## src/rtl/alt_vipvfr131_common_sample_serializer.sv

```systemverilog
// Serialises one parallel pixel sample into colour-plane-sequential beats, or passes it through in parallel mode.
// Optional macro SAMPLE_SERIALIZER_MSB_FIRST_EN: emit plane N-1 first instead of plane 0.
module alt_vipvfr131_common_sample_serializer #(
    parameter int unsigned NUMBER_OF_COLOUR_PLANES      = 3,
    parameter int unsigned BITS_PER_SYMBOL              = 8,
    parameter int unsigned LOG2_NUMBER_OF_COLOUR_PLANES = 2
) (
    input  logic                                                clk,
    input  logic                                                rst_n,
    input  logic                                                sclr,
    input  logic                                                hd_sdn,
    input  logic                                                din_valid,
    output logic                                                din_ready,
    input  logic [BITS_PER_SYMBOL*NUMBER_OF_COLOUR_PLANES-1:0]  din_data,
    input  logic                                                din_sop,
    input  logic                                                din_eop,
    output logic                                                dout_valid,
    input  logic                                                dout_ready,
    output logic [BITS_PER_SYMBOL*NUMBER_OF_COLOUR_PLANES-1:0]  dout_data,
    output logic                                                dout_sop,
    output logic                                                dout_eop,
    output logic [LOG2_NUMBER_OF_COLOUR_PLANES-1:0]             sample_ticks
);

    localparam int unsigned W  = BITS_PER_SYMBOL * NUMBER_OF_COLOUR_PLANES;
    localparam int unsigned BW = BITS_PER_SYMBOL;
    localparam int unsigned CW = LOG2_NUMBER_OF_COLOUR_PLANES;
    localparam logic [CW-1:0] LAST_CNT = CW'(NUMBER_OF_COLOUR_PLANES - 1);

    typedef enum logic {
        EMPTY = 1'b0,
        HOLD  = 1'b1
    } state_t;

    state_t        state, state_nxt;
    logic [W-1:0]  data_q, data_nxt;
    logic [CW-1:0] cnt, cnt_nxt;
    logic          sop_l, sop_nxt;
    logic          eop_l, eop_nxt;
    logic          mode_l, mode_nxt;

    logic          last_beat;
    logic          accept;
    logic          xfer;
    logic [W-1:0]  shifted;
    logic [BW-1:0] plane;

    // Plane ordering: which end of the holding register is presented and which way it moves
`ifdef SAMPLE_SERIALIZER_MSB_FIRST_EN
    assign shifted = data_q << BW;
    assign plane   = data_q[W-1 -: BW];
`else
    assign shifted = data_q >> BW;
    assign plane   = data_q[BW-1:0];
`endif

    assign last_beat = mode_l | (cnt == LAST_CNT);
    assign din_ready = (state == EMPTY) | (dout_ready & last_beat);
    assign accept    = din_valid & din_ready;
    assign xfer      = (state == HOLD) & dout_ready;

    // Next-state: sclr beats a reload, a reload beats a shift
    always_comb begin
        state_nxt = state;
        data_nxt  = data_q;
        cnt_nxt   = cnt;
        sop_nxt   = sop_l;
        eop_nxt   = eop_l;
        mode_nxt  = mode_l;
        if (sclr) begin
            state_nxt = EMPTY;
            cnt_nxt   = '0;
        end else if (accept) begin
            state_nxt = HOLD;
            data_nxt  = din_data;
            cnt_nxt   = '0;
            sop_nxt   = din_sop;
            eop_nxt   = din_eop;
            mode_nxt  = hd_sdn;
        end else if (xfer) begin
            if (last_beat) begin
                state_nxt = EMPTY;
            end else begin
                data_nxt = shifted;
                cnt_nxt  = cnt + CW'(1);
            end
        end
    end

    always_ff @(posedge clk or negedge rst_n) begin
        if (!rst_n) begin
            state  <= EMPTY;
            data_q <= '0;
            cnt    <= '0;
            sop_l  <= 1'b0;
            eop_l  <= 1'b0;
            mode_l <= 1'b0;
        end else begin
            state  <= state_nxt;
            data_q <= data_nxt;
            cnt    <= cnt_nxt;
            sop_l  <= sop_nxt;
            eop_l  <= eop_nxt;
            mode_l <= mode_nxt;
        end
    end

    // Outputs come straight off the holding registers, so they are stable under backpressure
    assign dout_valid   = (state == HOLD);
    assign dout_data    = mode_l ? data_q : W'(plane);
    assign dout_sop     = (state == HOLD) & sop_l & (cnt == '0);
    assign dout_eop     = (state == HOLD) & eop_l & last_beat;
    assign sample_ticks = cnt;

endmodule

```

## config.mk

```make
export PLATFORM = sky130hd
export DESIGN_NAME = alt_vipvfr131_common_sample_serializer
export DESIGN_NICKNAME = d
export VERILOG_FILES = /design/src/rtl/alt_vipvfr131_common_sample_serializer.sv
export SDC_FILE = /design/constraint.sdc
export NUM_CORES = 1
export LEC_CHECK = 0
export BUFFER_PORTS_ARGS = -buffer_cell sky130_fd_sc_hd__buf_2
export CORE_MARGIN = 4
export CORE_UTILIZATION = 52
export DETAILED_ROUTE_END_ITERATION = 7
export GPL_TIMING_DRIVEN = 1
export MAX_ROUTING_LAYER = met4
export PLACE_DENSITY = 0.84
export SLEW_MARGIN = 20
export SYNTH_ARGS = -nofsm -noshare
export SYNTH_HDL_FRONTEND = slang
export SYNTH_SLANG_ARGS = --single-unit
```

## constraint.sdc

```tcl
create_clock -name clk -period 3.62 [get_ports clk]
set_input_delay 0.543 -clock clk [delete_from_list [all_inputs] [get_ports clk]]
set_output_delay 0.543 -clock clk [all_outputs]
set_load 0.02 [all_outputs]
```

# After elaboration in Yosys (flattened, before gate mapping)
# Cells that the tools add are included.
[totals]
regBits = 30
in_bits = 32
output_inout_bits = 30
elab_cells = 41
[op_classes]
addsub = 1
n_eq_ne = 3
n_mux = 12
n_bitwise = 11
n_reduce_logical = 8
[ops]
columns = ["op", "count"]
rows = [
  ["24-bit 2-to-1 mux", 4],
  ["2-bit 2-to-1 mux", 4],
  ["1-bit AND", 7],
  ["2-bit AND reduction", 3],
  ["3-bit nonzero test", 2],
  ["1-bit 2-to-1 mux", 4],
  ["3-bit by 2-bit inequality test with 1-bit output, second input constant", 1],
  ["3-bit AND reduction", 1],
  ["2-bit by 1-bit adder with 2-bit output, second input constant", 1],
  ["2-bit == test, second input constant", 1],
  ["2-bit logical NOT", 1],
  ["2-bit by 1-bit inequality test with 1-bit output, second input constant", 1],
  ["1-bit NOT", 2],
  ["1-bit bitwise OR", 2],
  ["2-bit nonzero test", 1],
]

# Logic depth before layout (Yosys ltp)
[logic_depth]
depth_word = 7
ltp_mapped = 8
ltp_nobuf = 6

# Worst setup path before layout
# No wires, ideal clock.
[synth_path]
kind = "register to register"
start = "register cnt[0] (netlist: sample_ticks[0])"
end = "register eop_l"
setup_time_ns = 0.125
arrival_ns = 1.666
required_ns = 3.495
path_slack_ns = 1.829
path_stages_with_launch = 8
n_path_buf = 1
cell_sequence = "dfrtp_1 > inv_1 > ha_1 > o21ai_4 > a21boi_2 > buf_6 > and2_4 > mux2_4"
[synth_via]
elab_chain_len = 6
[synth_rtl]
columns = ["element", "line", "text"]
rows = [
  ["start, declared", "37", "logic [CW-1:0] cnt, cnt_nxt;"],
  ["start signal, assigned", "101", "cnt <= cnt_nxt;"],
  ["2-bit == test", "57", "assign last_beat = mode_l | (cnt == LAST_CNT);"],
  ["1-bit bitwise OR", "57", ""],
  ["1-bit AND", "58", "assign din_ready = (state == EMPTY) | (dout_ready & last_beat);"],
  ["1-bit bitwise OR", "58", ""],
  ["1-bit AND", "59", "assign accept = din_valid & din_ready;"],
  ["2-bit AND reduction (no line)", "n/a", ""],
  ["end signal, assigned", "103", "eop_l <= eop_nxt;"],
  ["end, declared", "39", "logic eop_l, eop_nxt;"],
]
# No other way between the ends.
# A chain may end at the register's enable or synchronous reset.

# Worst setup path after layout
[layout_path]
start = "register cnt[0] (netlist: sample_ticks[0])"
end = "register mode_l"
[layout_via]
elab_chain_len = 6
[layout_rtl]
columns = ["element", "line", "text"]
rows = [
  ["2-bit == test", "57", ""],
  ["1-bit bitwise OR", "57", ""],
  ["1-bit AND", "58", ""],
  ["1-bit bitwise OR", "58", ""],
  ["1-bit AND", "59", ""],
  ["2-bit AND reduction (no line)", "n/a", ""],
  ["end signal, assigned", "104", "mode_l <= mode_nxt;"],
  ["end, declared", "40", "logic mode_l, mode_nxt;"],
]
# No other way between the ends.

==> flow_metrics.py <==
metrics = {
    "floorplanning": {
        "num_io_pins": 62,
        "start_util": 0.563,
        "fp.dieH_um": 63.8,
        "dieArea_mm2": 0.00407,
        "die_w_um": 63.8,
        "rows": 19,
        "core_area_mm2": 0.00288,
    },
    "clocking": {
        "cts_setup_buffers": 0,
        "cts_buffers": 5,
        "clock_sinks": 30,
        "clkSlewWorstSetupHoldPaths_ns": 0.10,
        "clockRootBuffer": "clkbuf_4",
        "cts_hold_repair.buffers": 0,
        "tritoncts": "done",
        "clkLatencyLatePin_ns": 0.34,
        "htreeDepth": 2,
        "cts_buffer_depth": 2,
        "cts_resized": 0,
    },
    "status": {
        "status": "completed",
    },
    "critical_path": {
        "cp_top_family": "compound AO/OA/AOI/OAI gates",
        "start_kind": "flip-flop",
        "cp.arrival_ns": 2.53,
        "startpoint": "sample_ticks[0]",
        "required_ns": 3.84,
        "r2r_end": "mode_l",
        "worst-path-buf-inv": 1,
        "ff2ff_path_depth": 6,
        "slowest_delay_ns": 0.75,
        "worstPathCellList": "inv_1, ha_1, o21ai_4, a21boi_4, and2_4, mux2_4",
        "path_max_fanout": 27,
        "r2r_slack_ns": 1.31,
        "r2r_start": "sample_ticks[0]",
        "critPathSlowestCell": "a21boi_4",
        "crit_type": "flip-flop to flip-flop",
        "cp-end-kind": "flip-flop",
        "cp.depth": 6,
    },
    "yosys": {
        "synth.area.top_cells": "dfrtp_1 (46%), mux2i_1 (9.9%), nand2_1 (7.6%), and2_1 (6.6%), o21ai_1 (5.9%)",
        "ys_ff_latch": 30,
        "ys_types": 25,
        "yosysTopAreaCellShare": 0.463,
        "syn_nets": 195,
        "synth_top_area_cell": "dfrtp_1",
        "synth_area_mm2": 0.00162,
        "synthCells": 161,
        "synth_warnings": 0,
        "ys_seq_area_frac": 0.463,
        "syn_area_per_cell_um2": 10.1,
    },
    "sta": {
        "fmax_mhz": 433,
        "skew_ns": 0.0129,
        "final.min_clock_period_ns": 2.31,
        "whs_ns": 0.210,
        "slew_viol_final": 0,
        "slew_headroom": 0.377,
        "setup_tns_ns": 0,
        "hold_viol": 0,
        "rsz0062_at_grt": "no",
        "setup_viol": 0,
        "post-route-period-util": 0.637,
        "worst_slew_pin_slew_ns": 0.933,
    },
    "job": {
        "cap_violations": 0,
    },
    "drt": {
        "first_pass_iters": 4,
        "post_drt_wl_per_cell_um": 12.8,
        "drt_iter0_markers": 44,
        "drc": 0,
        "via_per_inst": 4.84,
        "ant_nets": 0,
        "wirelength_mm": 3.25,
        "num_vias": 1233,
    },
    "place": {
        "io_buffers": 61,
        "gp_congestion": 0.723,
        "placed_cells": 246,
        "detailed_place_hpwl_mm": 2.36,
    },
    "power_and_ir_drop": {
        "pwr_density_cell_mw_per_mm2": 477,
        "p_leak_uw": 0.00101,
        "irDropWorstVdd_mv": 0.257,
    },
    "layout": {
        "finalNetCount": 246,
        "diodes": 0,
        "layout-drive-gt1-share": 0.362,
        "stdcell_count": 255,
        "syn2layout_area_growth_pct": 18.2,
        "nFillCells": 229,
    },
    "hold_path": {
        "hold_path_class": "input pin to asynchronous set/reset pin",
    },
    "grt": {
        "track_usage": 0.181,
        "grt_antenna_before_repair": 0,
        "overflow": 0,
        "grt_max_degree": 49,
        "grt_first_pass_wirelength_mm": 5.42,
        "first_global_vias": 1169,
    },
}
==> flip-flops by register name, indices dropped and copies added (netlist names) <==
| signal | cells |
|---|---|
| dout_valid | 1 |
| data_q | 24 |
| eop_l | 1 |
| sop_l | 1 |
| mode_l | 1 |
| sample_ticks | 2 |
==> power breakdown <==
part | total, µW | switching (µW) | internal, µW
logic | 268 | 156 | 111
clock network | 207 | 113 | 93.9
registers | 440 | 47.0 | 393
==> metrics by stage <==
step                total power (µW)  cell area, µm²   util  worst slack (ns)
finish                           915            1920  0.666              1.31
global route                     976            1920  0.666              1.16
CTS                              921            1900  0.661              1.28
detailed placement               714            1840  0.640              1.29
global placement                 707            1840  0.640              1.36
floorplan                        660            1620      -              1.83
==> final cells by class <==
type	instances	area, µm²	area share
sequential	30	751	0.392
multi-input combinational	109	717	0.374
inverter	4	15.0	0.00784
clock buffer	7	55.1	0.0287
clock inverter	1	5.00	0.00261
timing repair buffer	62	320	0.167
tap	42	52.6	0.0274
==> worst max path at each step <==
| stage | end | slack, ns |
|---|---|---|
| after floorplan | eop_l | 1.83 |
| after global placement | eop_l | 1.36 |
| after detailed placement | sop_l | 1.29 |
| after CTS | mode_l | 1.28 |
| after global routing | mode_l | 1.16 |
| final | mode_l | 1.31 |
==> placed cells by master, fill, tap and decap left out, drive strengths merged <==
cell type   n
a21boi      1
a21oi       3
and2       18
and3        1
buf        62
clkbuf      7
clkinv      1
dfrtp      30
ha          2
inv         4
mux2        3
mux2i      16
nand2      33
nor2        1
nor3        2
nor3b       1
o211a       1
o21ai      25
o221ai      1
xnor2       1
==> Yosys cell counts <==
cell type	instances
and2_4	1
nor3_1	2
o21ai_1	19
mux2i_1	16
buf_4	9
o21ai_0	5
xnor2_1	1
clkbuf_1	2
dfrtp_1	30
o221ai_2	1
inv_1	4
o211a_1	1
a21oi_1	3
buf_2	1
buf_12	1
nor3b_2	1
a21boi_2	1
o21ai_4	1
and3_1	1
mux2_4	3
and2_1	17
nand2_1	33
nor2_1	1
buf_6	5
ha_1	2
==> per-layer routing <==
metal | global-route usage | share of wire | vias up
li1 | - | - | 632
met1 | 0.217 | 0.45 | 557
met2 | 0.272 | 0.47 | 38
met3 | 0.0701 | 0.061 | 6
met4 | 0.0728 | 0.019 | 0
met5 | - | 0 | -
==> cell families (layout without fill, tap and decap cells) <==
group / Yosys count / after routing / synth area share
AO/OA/AOI/OAI: 31 / 31 / 0.116
XOR/XNOR: 1 / 1 / 0.00541
flip-flops: 30 / 30 / 0.463
AND/OR/NAND/NOR: 56 / 56 / 0.168
adder cells (fa/ha/maj): 2 / 2 / 0.0154
multiplexers: 19 / 19 / 0.127
buffers and inverters: 22 / 74 / 0.106
(Power assumes the default switching activity.)
